[src/rtl/dc_mcl_trm_sweep_manager.sv]
// dc_mcl_trm_sweep_manager
// Per-axis scaling-dimension sequencer. Sweeps curr_dim between min_dim and
// max_dim on frame events (triangle / saw-up / saw-down / hold). Every new
// value is offered to the config path with cfg_req and held until conf_ready.
module dc_mcl_trm_sweep_manager #(
  parameter int SCR_SIZE_WIDTH = 12,
  parameter int STEP_WIDTH     = 8,
  parameter int DWELL_WIDTH    = 4
) (
  input  logic                      clk,
  input  logic                      nrst,
  input  logic                      en,
  input  logic                      sweep_en,
  input  logic [1:0]                mode,
  input  logic [STEP_WIDTH-1:0]     step,
  input  logic [DWELL_WIDTH-1:0]    dwell,
  input  logic                      user_int_valid,
  input  logic                      conf_ready,
  input  logic [SCR_SIZE_WIDTH-1:0] max_dim,
  input  logic [SCR_SIZE_WIDTH-1:0] min_dim,
  output logic [SCR_SIZE_WIDTH-1:0] curr_dim,
  output logic                      cfg_req,
  output logic                      dir,
  output logic                      cycle_done
);

  // One extra bit so up/down arithmetic never wraps before clamping.
  localparam int EXT_WIDTH = SCR_SIZE_WIDTH + 1;

  localparam logic [1:0] MODE_TRIANGLE = 2'b00;
  localparam logic [1:0] MODE_SAW_UP   = 2'b01;
  localparam logic [1:0] MODE_SAW_DOWN = 2'b10;

  typedef enum logic [1:0] {
    ST_IDLE = 2'd0,
    ST_UPD  = 2'd1,
    ST_WAIT = 2'd2
  } SweepState;

  SweepState                 r_state;
  SweepState                 w_nextState;
  logic [SCR_SIZE_WIDTH-1:0] r_currDim;
  logic [SCR_SIZE_WIDTH-1:0] w_currDimNext;
  logic                      r_dir;
  logic                      w_dirNext;
  logic [DWELL_WIDTH-1:0]    r_dwellCnt;
  logic [DWELL_WIDTH-1:0]    w_dwellCntNext;
  logic                      r_cfgReq;
  logic                      r_cycleDone;
  logic                      w_cycleDoneNext;

  logic                      w_frame;
  logic [SCR_SIZE_WIDTH-1:0] w_startDim;
  logic                      w_startDir;
  logic [EXT_WIDTH-1:0]      w_stepExt;
  logic [EXT_WIDTH-1:0]      w_currExt;
  logic [EXT_WIDTH-1:0]      w_minExt;
  logic [EXT_WIDTH-1:0]      w_maxExt;
  logic [EXT_WIDTH-1:0]      w_upSum;
  logic [EXT_WIDTH-1:0]      w_downDiff;
  logic                      w_downNeg;
  logic                      w_misconfig;
  logic                      w_atMax;
  logic                      w_atMin;
  logic [SCR_SIZE_WIDTH-1:0] w_upVal;
  logic [SCR_SIZE_WIDTH-1:0] w_downVal;
  logic [SCR_SIZE_WIDTH-1:0] w_stepVal;
  logic                      w_stepDir;
  logic                      w_stepDone;

  // A frame only counts while the config path is not acknowledging.
  assign w_frame     = user_int_valid & ~conf_ready;
  assign w_startDim  = (mode == MODE_SAW_DOWN) ? max_dim : min_dim;
  assign w_startDir  = (mode != MODE_SAW_DOWN);
  assign w_stepExt   = (step == '0) ? EXT_WIDTH'(1) : EXT_WIDTH'(step);
  assign w_currExt   = {1'b0, r_currDim};
  assign w_minExt    = {1'b0, min_dim};
  assign w_maxExt    = {1'b0, max_dim};
  assign w_upSum     = w_currExt + w_stepExt;
  assign w_downDiff  = w_currExt - w_stepExt;
  assign w_downNeg   = (w_currExt < w_stepExt);
  assign w_misconfig = (min_dim > max_dim);
  assign w_atMax     = (r_currDim >= max_dim);
  assign w_atMin     = (r_currDim <= min_dim);

  // Clamped up/down candidates; both sides clamp so bounds moved mid-sweep are honoured.
  always_comb begin
    w_upVal = w_upSum[SCR_SIZE_WIDTH-1:0];
    if (w_upSum > w_maxExt) begin
      w_upVal = max_dim;
    end else if (w_upSum < w_minExt) begin
      w_upVal = min_dim;
    end
    w_downVal = w_downDiff[SCR_SIZE_WIDTH-1:0];
    if (w_downNeg || (w_downDiff < w_minExt)) begin
      w_downVal = min_dim;
    end else if (w_downDiff > w_maxExt) begin
      w_downVal = max_dim;
    end
  end

  // Value, direction and period-end flag that one STEP would produce for the current mode.
  always_comb begin
    w_stepVal  = r_currDim;
    w_stepDir  = r_dir;
    w_stepDone = 1'b0;
    if (w_misconfig) begin
      w_stepVal = min_dim;
    end else begin
      case (mode)
        MODE_TRIANGLE: begin
          if (r_dir) begin
            if (w_atMax) begin
              w_stepDir = 1'b0;
              w_stepVal = w_downVal;
            end else begin
              w_stepVal = w_upVal;
            end
          end else begin
            if (w_atMin) begin
              w_stepDir  = 1'b1;
              w_stepVal  = w_upVal;
              w_stepDone = 1'b1;
            end else begin
              w_stepVal = w_downVal;
            end
          end
        end
        MODE_SAW_UP: begin
          w_stepDir = 1'b1;
          if (w_atMax) begin
            w_stepVal  = min_dim;
            w_stepDone = 1'b1;
          end else begin
            w_stepVal = w_upVal;
          end
        end
        MODE_SAW_DOWN: begin
          w_stepDir = 1'b0;
          if (w_atMin) begin
            w_stepVal  = max_dim;
            w_stepDone = 1'b1;
          end else begin
            w_stepVal = w_downVal;
          end
        end
        default: begin
          w_stepVal = r_currDim;
        end
      endcase
    end
  end

  // Next-state logic: sweep_en low forces IDLE ahead of everything else.
  always_comb begin
    w_nextState     = r_state;
    w_currDimNext   = r_currDim;
    w_dirNext       = r_dir;
    w_dwellCntNext  = r_dwellCnt;
    w_cycleDoneNext = 1'b0;
    if (!sweep_en) begin
      w_nextState    = ST_IDLE;
      w_currDimNext  = w_startDim;
      w_dirNext      = w_startDir;
      w_dwellCntNext = '0;
    end else begin
      case (r_state)
        ST_IDLE: begin
          w_currDimNext  = w_startDim;
          w_dirNext      = w_startDir;
          w_dwellCntNext = '0;
          if (user_int_valid) begin
            w_nextState = ST_UPD;
          end
        end
        ST_UPD: begin
          if (conf_ready) begin
            w_nextState = ST_WAIT;
          end
        end
        ST_WAIT: begin
          if (w_frame) begin
            if (r_dwellCnt == dwell) begin
              w_dwellCntNext  = '0;
              w_currDimNext   = w_stepVal;
              w_dirNext       = w_stepDir;
              w_cycleDoneNext = w_stepDone;
              w_nextState     = ST_UPD;
            end else begin
              w_dwellCntNext = r_dwellCnt + 1'b1;
            end
          end
        end
        default: begin
          w_nextState = ST_IDLE;
        end
      endcase
    end
  end

  // State and output registers; en=0 freezes all of them, including a pending cycle_done.
  always_ff @(posedge clk or negedge nrst) begin
    if (!nrst) begin
      r_state     <= ST_IDLE;
      r_currDim   <= '0;
      r_dir       <= 1'b1;
      r_dwellCnt  <= '0;
      r_cfgReq    <= 1'b0;
      r_cycleDone <= 1'b0;
    end else if (en) begin
      r_state     <= w_nextState;
      r_currDim   <= w_currDimNext;
      r_dir       <= w_dirNext;
      r_dwellCnt  <= w_dwellCntNext;
      r_cfgReq    <= (w_nextState == ST_UPD);
      r_cycleDone <= w_cycleDoneNext;
    end
  end

  assign curr_dim   = r_currDim;
  assign cfg_req    = r_cfgReq;
  assign dir        = r_dir;
  assign cycle_done = r_cycleDone;

endmodule

[config.mk]
export PLATFORM = sky130hd
export DESIGN_NAME = dc_mcl_trm_sweep_manager
export DESIGN_NICKNAME = d
export VERILOG_FILES = /design/src/rtl/dc_mcl_trm_sweep_manager.sv
export SDC_FILE = /design/constraint.sdc
export NUM_CORES = 1
export LEC_CHECK = 0
export ABC_CLOCK_PERIOD_IN_PS = 5200
export CORE_AREA = 4 4 129 106
export CTS_CLUSTER_DIAMETER = 50
export DETAILED_ROUTE_END_ITERATION = 12
export DIE_AREA = 0 0 133 110
export PLACE_DENSITY = 0.67
export SYNTH_ARGS = -nofsm -noshare
export SYNTH_HDL_FRONTEND = slang
export SYNTH_SLANG_ARGS = --single-unit
[constraint.sdc]
create_clock -name clk -period 5.2 [get_ports clk]
set_clock_uncertainty 0.1 [all_clocks]
set_input_delay 1.04 -clock clk [delete_from_list [all_inputs] [get_ports clk]]
set_output_delay 1.04 -clock clk [all_outputs]
set_load 0.05 [all_outputs]
==> impl_metrics.toml, run 1 <==
[logic_synthesis]
synth_edf_count = 0
yosys_most_used_dff = "dfrtp_1"
synth_area_leaders = "ha_1, dfrtp_1, a21oi_1"
ys_ff_latch = 21
synthArstFlopShare_pct = 100
ys_warn_count = 0
synth_top_area_cell = "ha_1"
ys_types = 88
ys_seq_area_share_pct = 9.25
syn_area_per_cell_um2 = 7.71
synth_area_mm2 = 0.00569
synth.net_count = 888
yosysTopAreaCellShare_pct = 22.9
syn_inst = 738

[placement]
numPortBuffers = 58
place_area_mm2 = 0.00741
dp_slack_ns = -1.23
gp_congestion = 0.973
dp_cells = 1069
hpwl_mm = 18.9

[sta]
holdWs_ns = 0.393
rsz0062_at_grt = "true"
period_needed_ns = 5.41
fmax_ghz = 0.185
worstMarginPinSlew_ns = 1.14
finalCritPeriodShare_pct = 104
hold_viol = 0
fin_ws_ns = -0.210
max_slew_margin_pct = 23.7
slew_violations = 0
finalSetupViolations = 12

[finish]
nets = 1072
fillers = 1027
final_common_cell = "buf_4"
seqCellArea_um2 = 527
stdcell_count = 1092
final_area_mm2 = 0.00818
drive_above_1_share_pct = 29.4
antenna_cells = 0
synthToLayoutAreaGrowth_pct = 43.7
multi_input_area_mm2 = 0.00536
final_cell_mix = "buf_4, ha_1, a21oi_1, nor2_1, clkdlybuf4s50_1"

[worst_setup_path]
r2r-end = "curr_dim[2]"
rrSetupSlack_ns = 0.46
cp.required_ns = 5.26
arrival_ns = 5.47
worstRegToRegCells = 19
cp_max_fo = 5
worstSetupEndpointType = "flip-flop"
start_kind = "primary input"
r2r-start = "curr_dim[1]"
critPathKind = "primary input to flip-flop"

[routing]
vias = 6799
drtIter0Drc = 744
drc = 0
totalWireLength_mm = 23.6
ant_nets = 0
dr.pass1.iters = 5
viasPerCell = 6.23
wl_per_cell_um = 21.7

[clock_tree]
root_buffer = "clkbuf_16"
cts_buffers = 3
cts_tree = "done"
clock_latency_ns = 0.27
htreeDepth = 1
clk_pin_slew_ns = 0.07
cts_sinks = 21
clk_path_buf_depth = 2

[global_route]
grt_pass1_wl_mm = 36.7
grt_antenna_before_repair = 0
grt_pass1_vias = 6737
grt_start_max_net_pins = 25
grt_util_all_layers_pct = 31.9
overflow = 0

[die]
rows = 36
boundaryPins = 59
dieArea_mm2 = 0.0146
start_util_pct = 46.6
die_x_um = 133
core_area_mm2 = 0.0122
dieHeight_um = 110

[power]
peakVddDrop_v = 0.000256
power_switching_share_pct = 49.9
cellLeakagePower_nw = 3.72
clkPwrFrac_pct = 4.8
pwr-share-seq_pct = 7.0
p_sw_mw = 1.87
p_per_area_mw_per_mm2 = 458
total_power_mw = 3.74
pwr-share-comb_pct = 88.3
internal_power_mw = 1.88

[min_path]
hold_end = "cfg_req"
worstHoldStart = "cfg_req"
hp-class = "flip-flop to flip-flop"
hold_path_depth = 1

[run_status]
violations = "negative setup slack"
status = "finished with violations"

[flow_run]
maxCapViolCount = 0
[final cells by class]
| cell class | instances | share of cell area [%] |
|---|---|---|
| clock buffers | 4 | 0.964 |
| repair buffers | 213 | 22.2 |
| flip-flops and latches | 21 | 6.44 |
| multi-input cells | 634 | 65.5 |
| well taps | 171 | 2.62 |
| inverters | 49 | 2.25 |
[how the worst max path moves through the flow]
| stage | startpoint | end | slack [ns] | depth (start not counted) |
|---|---|---|---|---|
| global placement | step[4] | curr_dim[0] | -1.23 | 22 |
| CTS | step[6] | curr_dim[0] | -0.19 | 22 |
| floorplan | step[4] | curr_dim[0] | -0.05 | 20 |
| detailed placement | step[4] | curr_dim[7] | -1.23 | 23 |
| global route | step[0] | curr_dim[10] | -0.36 | 22 |
| finish | step[5] | curr_dim[10] | -0.21 | 23 |
[registers in the layout (all words and copies together), names as in the netlist]
register and cells:
r_dwellCnt 4, curr_dim 12, cfg_req 1, dir 1
r_state 2, cycle_done 1
[stage by stage]
stage | util, % | TNS [ns]
5_1_grt | 67.0 | -3.73
4_1_cts | 65.9 | -0.933
6_report | 67.0 | -1.90
3_3_place_gp | 60.7 | -13.47
2_1_floorplan | - | -0.0503
3_5_place_dp | 60.7 | -14.07
[power groups by stage]
stage	clock (mW)	sequential, mW	combinational [mW]
after global placement	0	0.257	2.62
after floorplan	0	0.315	1.47
after CTS	0.178	0.258	3.11
after detailed placement	0	0.257	2.67
after global routing	0.186	0.263	3.51
final	0.179	0.260	3.30
[repair_timing]
action / in CTS / in global routing
setup endpoints to repair: 12 / 12
endpoints found under the hold margin: 0 / 0
resized for setup: 115 / 21
pin swaps: 46 / 25
setup buffers: 16 / 3
hold buffers: 0 / 0
[synthesized netlist by cell type (9+ instances only)]
cell type	count
nand2_1	40
clkbuf_1	23
o21a_1	10
ha_1	104
mux2_2	9
a21o_1	14
nand3_1	22
nor2_1	55
dfrtp_1	20
inv_1	48
nor3_1	19
a21oi_1	74
o211ai_1	13
o21ai_0	55
mux2i_1	26
a211oi_1	11
xnor2_1	16
nand4_1	13
[cell families (layout without fill, tap and decap cells)]
group / after synthesis / after routing / synth area share [%]
AOI/OAI and AO/OA: 267 / 267 / 33.1
xor gates and xnor gates: 20 / 20 / 3.08
adders and majority gates: 106 / 106 / 23.6
buffers and inverters: 83 / 266 / 5.98
DFF: 21 / 21 / 9.25
muxes: 37 / 37 / 6.88
and+or+nand+nor: 204 / 204 / 18.1
[worst max-delay path, stage by stage]
cell and delay [ns]:
buf_8 0.10, nor4_4 0.31, a41o_1 0.32, buf_4 0.16, ha_4 0.13, fa_2 0.21
nor2b_4 0.16, o211ai_1 0.09, buf_4 0.16, a2bb2oi_4 0.14, nand3_2 0.11, xnor2_2 0.19
ha_1 0.34, a21o_1 0.20, a21oi_2 0.15, buf_4 0.12, o21ai_2 0.07, a311oi_4 0.40
buf_4 0.21, mux2i_2 0.23, o2111ai_1 0.13, a211o_1 0.26, a31o_1 0.22
[layer usage]
metal	wire, um	vias to the layer above	track usage (%)
li1	-	3168	-
met1	10600	3234	44.0
met4	677	0	9.35
met5	0	-	0
met3	2280	54	7.71
met2	10000	343	49.5
Note: power is estimated with default switching activity, not from simulation.
==> run 2, diff against run 1 <==
--- a/config.mk
+++ b/config.mk
@@ -6,10 +6,10 @@
 export NUM_CORES = 1
 export LEC_CHECK = 0
 export ABC_CLOCK_PERIOD_IN_PS = 5200
-export CORE_AREA = 4 4 129 106
+export CORE_AREA = 2 2 127 104
 export CTS_CLUSTER_DIAMETER = 50
 export DETAILED_ROUTE_END_ITERATION = 12
-export DIE_AREA = 0 0 133 110
+export DIE_AREA = 0 0 129 106
 export PLACE_DENSITY = 0.67
 export SYNTH_ARGS = -nofsm -noshare
 export SYNTH_HDL_FRONTEND = slang
==> run 2 against run 1 <==
The flow still finishes with violations (negative setup slack). Flip-flop and latch count unchanged. Sequential share of layout area decreased by 0.25 points. Hold slack lost 0.0015 ns. Setup slack better by 0.0087 ns. Critical path depth rose by 1. Clock-buffer cell count stayed put. Total power is 6.8% higher. First-iteration DRC count shrank 11%. Utilization rose by 0.86 points. Via count is 2.8% higher. Sequential power rose by 5%. Global-route usage increased by 4.5 points. Largest power group unchanged.
==> impl_metrics.toml, run 2 (synthesis gave the netlist of run 1 again) <==
[global_route]
grt_pass1_vias = 6763
grt_antenna_before_repair = 0
grt_util_all_layers_pct = 36.3
grt_start_max_net_pins = 25
grt_pass1_wl_mm = 38.2
overflow = 0

[sta]
hold_viol = 0
finalCritPeriodShare_pct = 104
worstMarginPinSlew_ns = 1.12
rsz0062_at_grt = "true"
fin_ws_ns = -0.201
max_slew_margin_pct = 25.1
fmax_ghz = 0.185
holdWs_ns = 0.392
period_needed_ns = 5.40
finalSetupViolations = 12
slew_violations = 0

[finish]
final_cell_mix = "buf_4, ha_1, a21oi_1, nor2_1, clkdlybuf4s50_1"
largest_reg_flops = 12
drive_above_1_share_pct = 32.8
nets = 1091
final_common_cell = "buf_4"
antenna_cells = 0
final_util_pct = 67.9
synthToLayoutAreaGrowth_pct = 49.6
fillers = 1053

[run_status]
violations = "negative setup slack"
status = "finished with violations"

[worst_setup_path]
cp.required_ns = 5.31
arrival_ns = 5.51
cp_max_fo = 9
startpoint = "step[5]"
rrSetupSlack_ns = 0.47
start_kind = "primary input"
r2r-start = "curr_dim[1]"
critPathKind = "primary input to flip-flop"
worstSetupEndpointType = "flip-flop"

[routing]
drc = 0
dr.pass1.iters = 7
ant_nets = 0
route.met2.wl_mm = 10.9
drtIter0Drc = 664
met1_length_mm = 11.4
wl_met3_mm = 2.41
vias = 6986
wl_per_cell_um = 23.0
routed.top_layer = "met4"
totalWireLength_mm = 25.6
viasPerCell = 6.27

[die]
dieHeight_um = 106
rows = 37
dieArea_mm2 = 0.0137
die_x_um = 129
boundaryPins = 59
start_util_pct = 45.4
core_area_mm2 = 0.0125

[clock_tree]
holdBufCountCts = 0
root_buffer = "clkbuf_16"
clk_path_buf_depth = 2
htreeDepth = 1
cts_tree = "done"
cts_sinks = 21
clock_latency_ns = 0.27
cts_buffers = 3
clk_pin_slew_ns = 0.06

[min_path]
hp-class = "flip-flop to flip-flop"
worstHoldStart = "cfg_req"

[power]
total_power_mw = 4.00
peakVddDrop_v = 0.000253
cellLeakagePower_nw = 3.83
p_per_area_mw_per_mm2 = 469

[placement]
gp_congestion = 1.01
numPortBuffers = 58
hpwl_mm = 19.5
dp_slack_ns = -0.985

[flow_run]
maxCapViolCount = 0
-- run 2: cell count changes in the layout (fill, tap and decap cells not counted), sizes merged --
| cell | before | now |
|---|---|---|
| clkbuf | 4 | 5 |
| buf | 158 | 178 |
| dlygate4sd2 | 3 | 1 |
| clkdlybuf4s50 | 51 | 50 |
| and2 | 6 | 7 |
-- run 2: worst max-delay path, stage by stage --
cell	delay, ns
buf_8	0.10
nor4_4	0.30
a41o_1	0.26
ha_2	0.20
inv_2	0.04
fa_2	0.35
a211oi_2	0.26
o21bai_2	0.13
a21oi_2	0.17
a21oi_2	0.06
xnor2_2	0.16
ha_1	0.34
and3_4	0.20
buf_6	0.10
nand3_4	0.08
a211oi_4	0.18
a211oi_2	0.08
buf_4	0.19
or2_4	0.27
buf_8	0.15
o31a_1	0.35
a221oi_2	0.27
o211ai_1	0.13
nand2_1	0.08
-- run 2: final cells by class --
cell class	count	area (um^2)	share of cell area, %
Tap cell	175	219	2.57
Multi-Input combinational cell	635	5540	65.0
Sequential cell	21	527	6.19
Clock buffer	4	78.8	0.926
Timing Repair Buffer	231	1970	23.1
Inverter	49	184	2.16
-- run 2: final timing paths --
path                                  to  cells past startpoint
max reg2reg                  curr_dim[9]                     19
max                          curr_dim[9]                     24
min reg2reg                      cfg_req                      1
min                              cfg_req                      1
min in group asynchronous  r_dwellCnt[0]                      1
max in group asynchronous    curr_dim[2]                      1
-- run 2: what timing repair did --
item                       in CTS  in global routing
gates resized for setup        83                 99
setup buffers                  22                 20
pin swaps                      44                 62
gates cloned                    1                  0
setup endpoints to repair      12                 12
-- run 2: where the power goes --
part	total, mW	internal (mW)	switching (mW)
logic	3.55	1.73	1.82
registers	0.272	0.190	0.0815
clock network	0.178	0.105	0.0729
-- run 2: per-layer routing --
| metal | vias up | track usage, % |
|---|---|---|
| met5 | - | 0 |
| met4 | 0 | 10.1 |
| met3 | 85 | 10.1 |
| met2 | 370 | 54.9 |
| met1 | 3327 | 50.5 |
| li1 | 3204 | - |
-- run 2: through the flow --
| step | TNS (ns) | area [um^2] | cells |
|---|---|---|---|
| 6_report | -1.42 | 8510 | 1115 |
| 5_1_grt | -3.16 | 8510 | 1115 |
| 4_1_cts | -0.430 | 7900 | 1097 |
| 3_5_place_dp | -11.02 | 7440 | 1075 |
| 3_3_place_gp | -9.65 | 7440 | 1075 |
| 2_1_floorplan | -0.0503 | 5740 | 738 |
==> run 3, diff against run 2 <==
--- a/config.mk
+++ b/config.mk
@@ -7,6 +7,7 @@
 export LEC_CHECK = 0
 export ABC_CLOCK_PERIOD_IN_PS = 5200
 export CORE_AREA = 2 2 127 104
+export CTS_BUF_LIST = sky130_fd_sc_hd__clkbuf_8
 export CTS_CLUSTER_DIAMETER = 50
 export DETAILED_ROUTE_END_ITERATION = 12
 export DIE_AREA = 0 0 129 106
==> run 3 against run 2 <==
The flow still finishes with violations (negative setup slack). Flip-flop and latch count unchanged. Die area unchanged. Combinational power decreased by 2%. Clock-buffer cell count decreased by 1. Largest cell class unchanged. Largest power group unchanged. Highest routed layer unchanged.
==> impl_metrics.toml, run 3 (synthesis gave the netlist of run 1 again) <==
[run_status]
status = "finished with violations"
violations = "negative setup slack"

[sta]
finalCritPeriodShare_pct = 103
fin_ws_ns = -0.181
finalSetupTns_ns = -1.10
max_slew_margin_pct = 24.9
worstMarginPinSlew_ns = 1.12
slew_violations = 0
hold_viol = 0
rsz0062_at_grt = "true"
period_needed_ns = 5.38
fmax_ghz = 0.186
holdWs_ns = 0.397
finalSetupViolations = 9

[min_path]
hp-class = "flip-flop to flip-flop"

[power]
p_per_area_mw_per_mm2 = 465
cellLeakagePower_nw = 3.78
total_power_mw = 3.89
peakVddDrop_v = 0.000242

[worst_setup_path]
cp_max_fo = 4
worst_path_max_delay_cell = "fa_2"
start_kind = "primary input"
arrival_ns = 5.51
cp.required_ns = 5.32
slowest_delay_ns = 0.35
path_cells = "buf_6 -> nor4_4 -> a41o_1 -> ha_2 -> inv_2 -> fa_2 -> a211oi_2 -> o21bai_2 -> a21oi_2 -> a21oi_1 -> xnor2_2 -> ha_1 -> and3_4 -> buf_6 -> nand3_4 -> a211oi_4 -> a211oi_2 -> buf_4 -> or2_4 -> buf_4 -> o21ai_4 -> a2111oi_4 -> o31ai_1 -> o311a_1"
critPathKind = "primary input to flip-flop"
worstSetupEndpointType = "flip-flop"

[routing]
wl_per_cell_um = 22.7
drc = 0
vias = 6908
dr.pass1.iters = 5
totalWireLength_mm = 25.2
drtIter0Drc = 517
ant_nets = 0
viasPerCell = 6.22

[global_route]
grt_util_all_layers_pct = 36.1
grt_start_max_net_pins = 25
grt_pass1_wl_mm = 37.9
overflow = 0
grt_pass1_vias = 6803
grt_antenna_before_repair = 0

[finish]
nets = 1086
stdcell_count = 1110
final_cell_mix = "buf_4, ha_1, a21oi_1, nor2_1, clkdlybuf4s50_1"
antenna_cells = 0
drive_above_1_share_pct = 31.7
synthToLayoutAreaGrowth_pct = 46.8
largest_reg_flops = 12
final_common_cell = "buf_4"

[clock_tree]
clk_path_buf_depth = 2
holdBufCountCts = 0
root_buffer = "clkbuf_8"
clock_latency_ns = 0.28
htreeDepth = 1
cts_sinks = 21
clk_pin_slew_ns = 0.09
cts_buffers = 3
cts_tree = "done"

[die]
dieHeight_um = 106
rows = 37
core_area_mm2 = 0.0125
dieArea_mm2 = 0.0137
boundaryPins = 59
die_x_um = 129
start_util_pct = 45.4

[placement]
gp_congestion = 1.01
dp_cells = 1075
numPortBuffers = 58
dp_slack_ns = -0.985
hpwl_mm = 19.5

[flow_run]
maxCapViolCount = 0
run 3: changes by cell type in the layout (fill, tap and decap cells not counted), sizes merged:
cell / change
dlygate4sd2: +1
buf: -7
inv: +1
run 3: power breakdown:
part / internal (mW) / switching [mW] / leakage, nW
logic: 1.68 / 1.81 / 3.48
clock network: 0.0532 / 0.0690 / 0.0269
registers: 0.190 / 0.0809 / 0.267
run 3: final cells by class:
type / instances / area [um^2]
Tap cell: 175 / 219
Fill cell: 1069 / 4190
Timing Repair Buffer: 226 / 1890
Clock buffer: 3 / 41.3
Multi-Input combinational cell: 635 / 5500
Inverter: 49 / 184
Clock inverter: 1 / 3.75
Sequential cell: 21 / 527
run 3: through the flow:
stage               util, %  cell area (um^2)
floorplan                 -              5740
global placement       59.3              7440
detailed placement     59.3              7440
CTS                    62.7              7870
global route           66.6              8360
finish                 66.6              8360
run 3: path summary, 6_finish.rpt:
check,cells past startpoint,slack (ns),to,from
setup / recovery,24,-0.18,curr_dim[3],step[5]
hold / removal,1,0.40,cfg_req,cfg_req
setup reg to reg,19,0.51,curr_dim[3],curr_dim[1]
hold reg to reg,1,0.40,cfg_req,cfg_req
max in group asynchronous,1,3.08,curr_dim[4],nrst
min in group asynchronous,1,1.25,r_dwellCnt[0],nrst
run 3: repair_timing:
action	4_1_cts	5_1_grt
endpoints found under the setup margin	12	12
setup buffers	18	14
pin swaps	40	52
resized for setup	82	76
cloned	1	0
run 3: routing by layer:
metal / up-vias / wire, um / GRT usage [%] / share of wire, %
li1: 3196 / - / - / -
met1: 3314 / 11000 / 49.0 / 44
met2: 341 / 10900 / 54.8 / 43
met3: 57 / 2550 / 11.2 / 10
met4: 0 / 744 / 10.6 / 3.0
met5: - / 0 / 0 / 0
run 3: critical path: cells and delay by family:
family                   cells  cell delay (ns)
AO/OA/AOI/OAI               11             1.92
XOR/XNOR                     1             0.17
adder cells (fa/ha/maj)      3             0.92
buffers and inverters        5             0.60
AND/OR/NAND/NOR              4             0.84
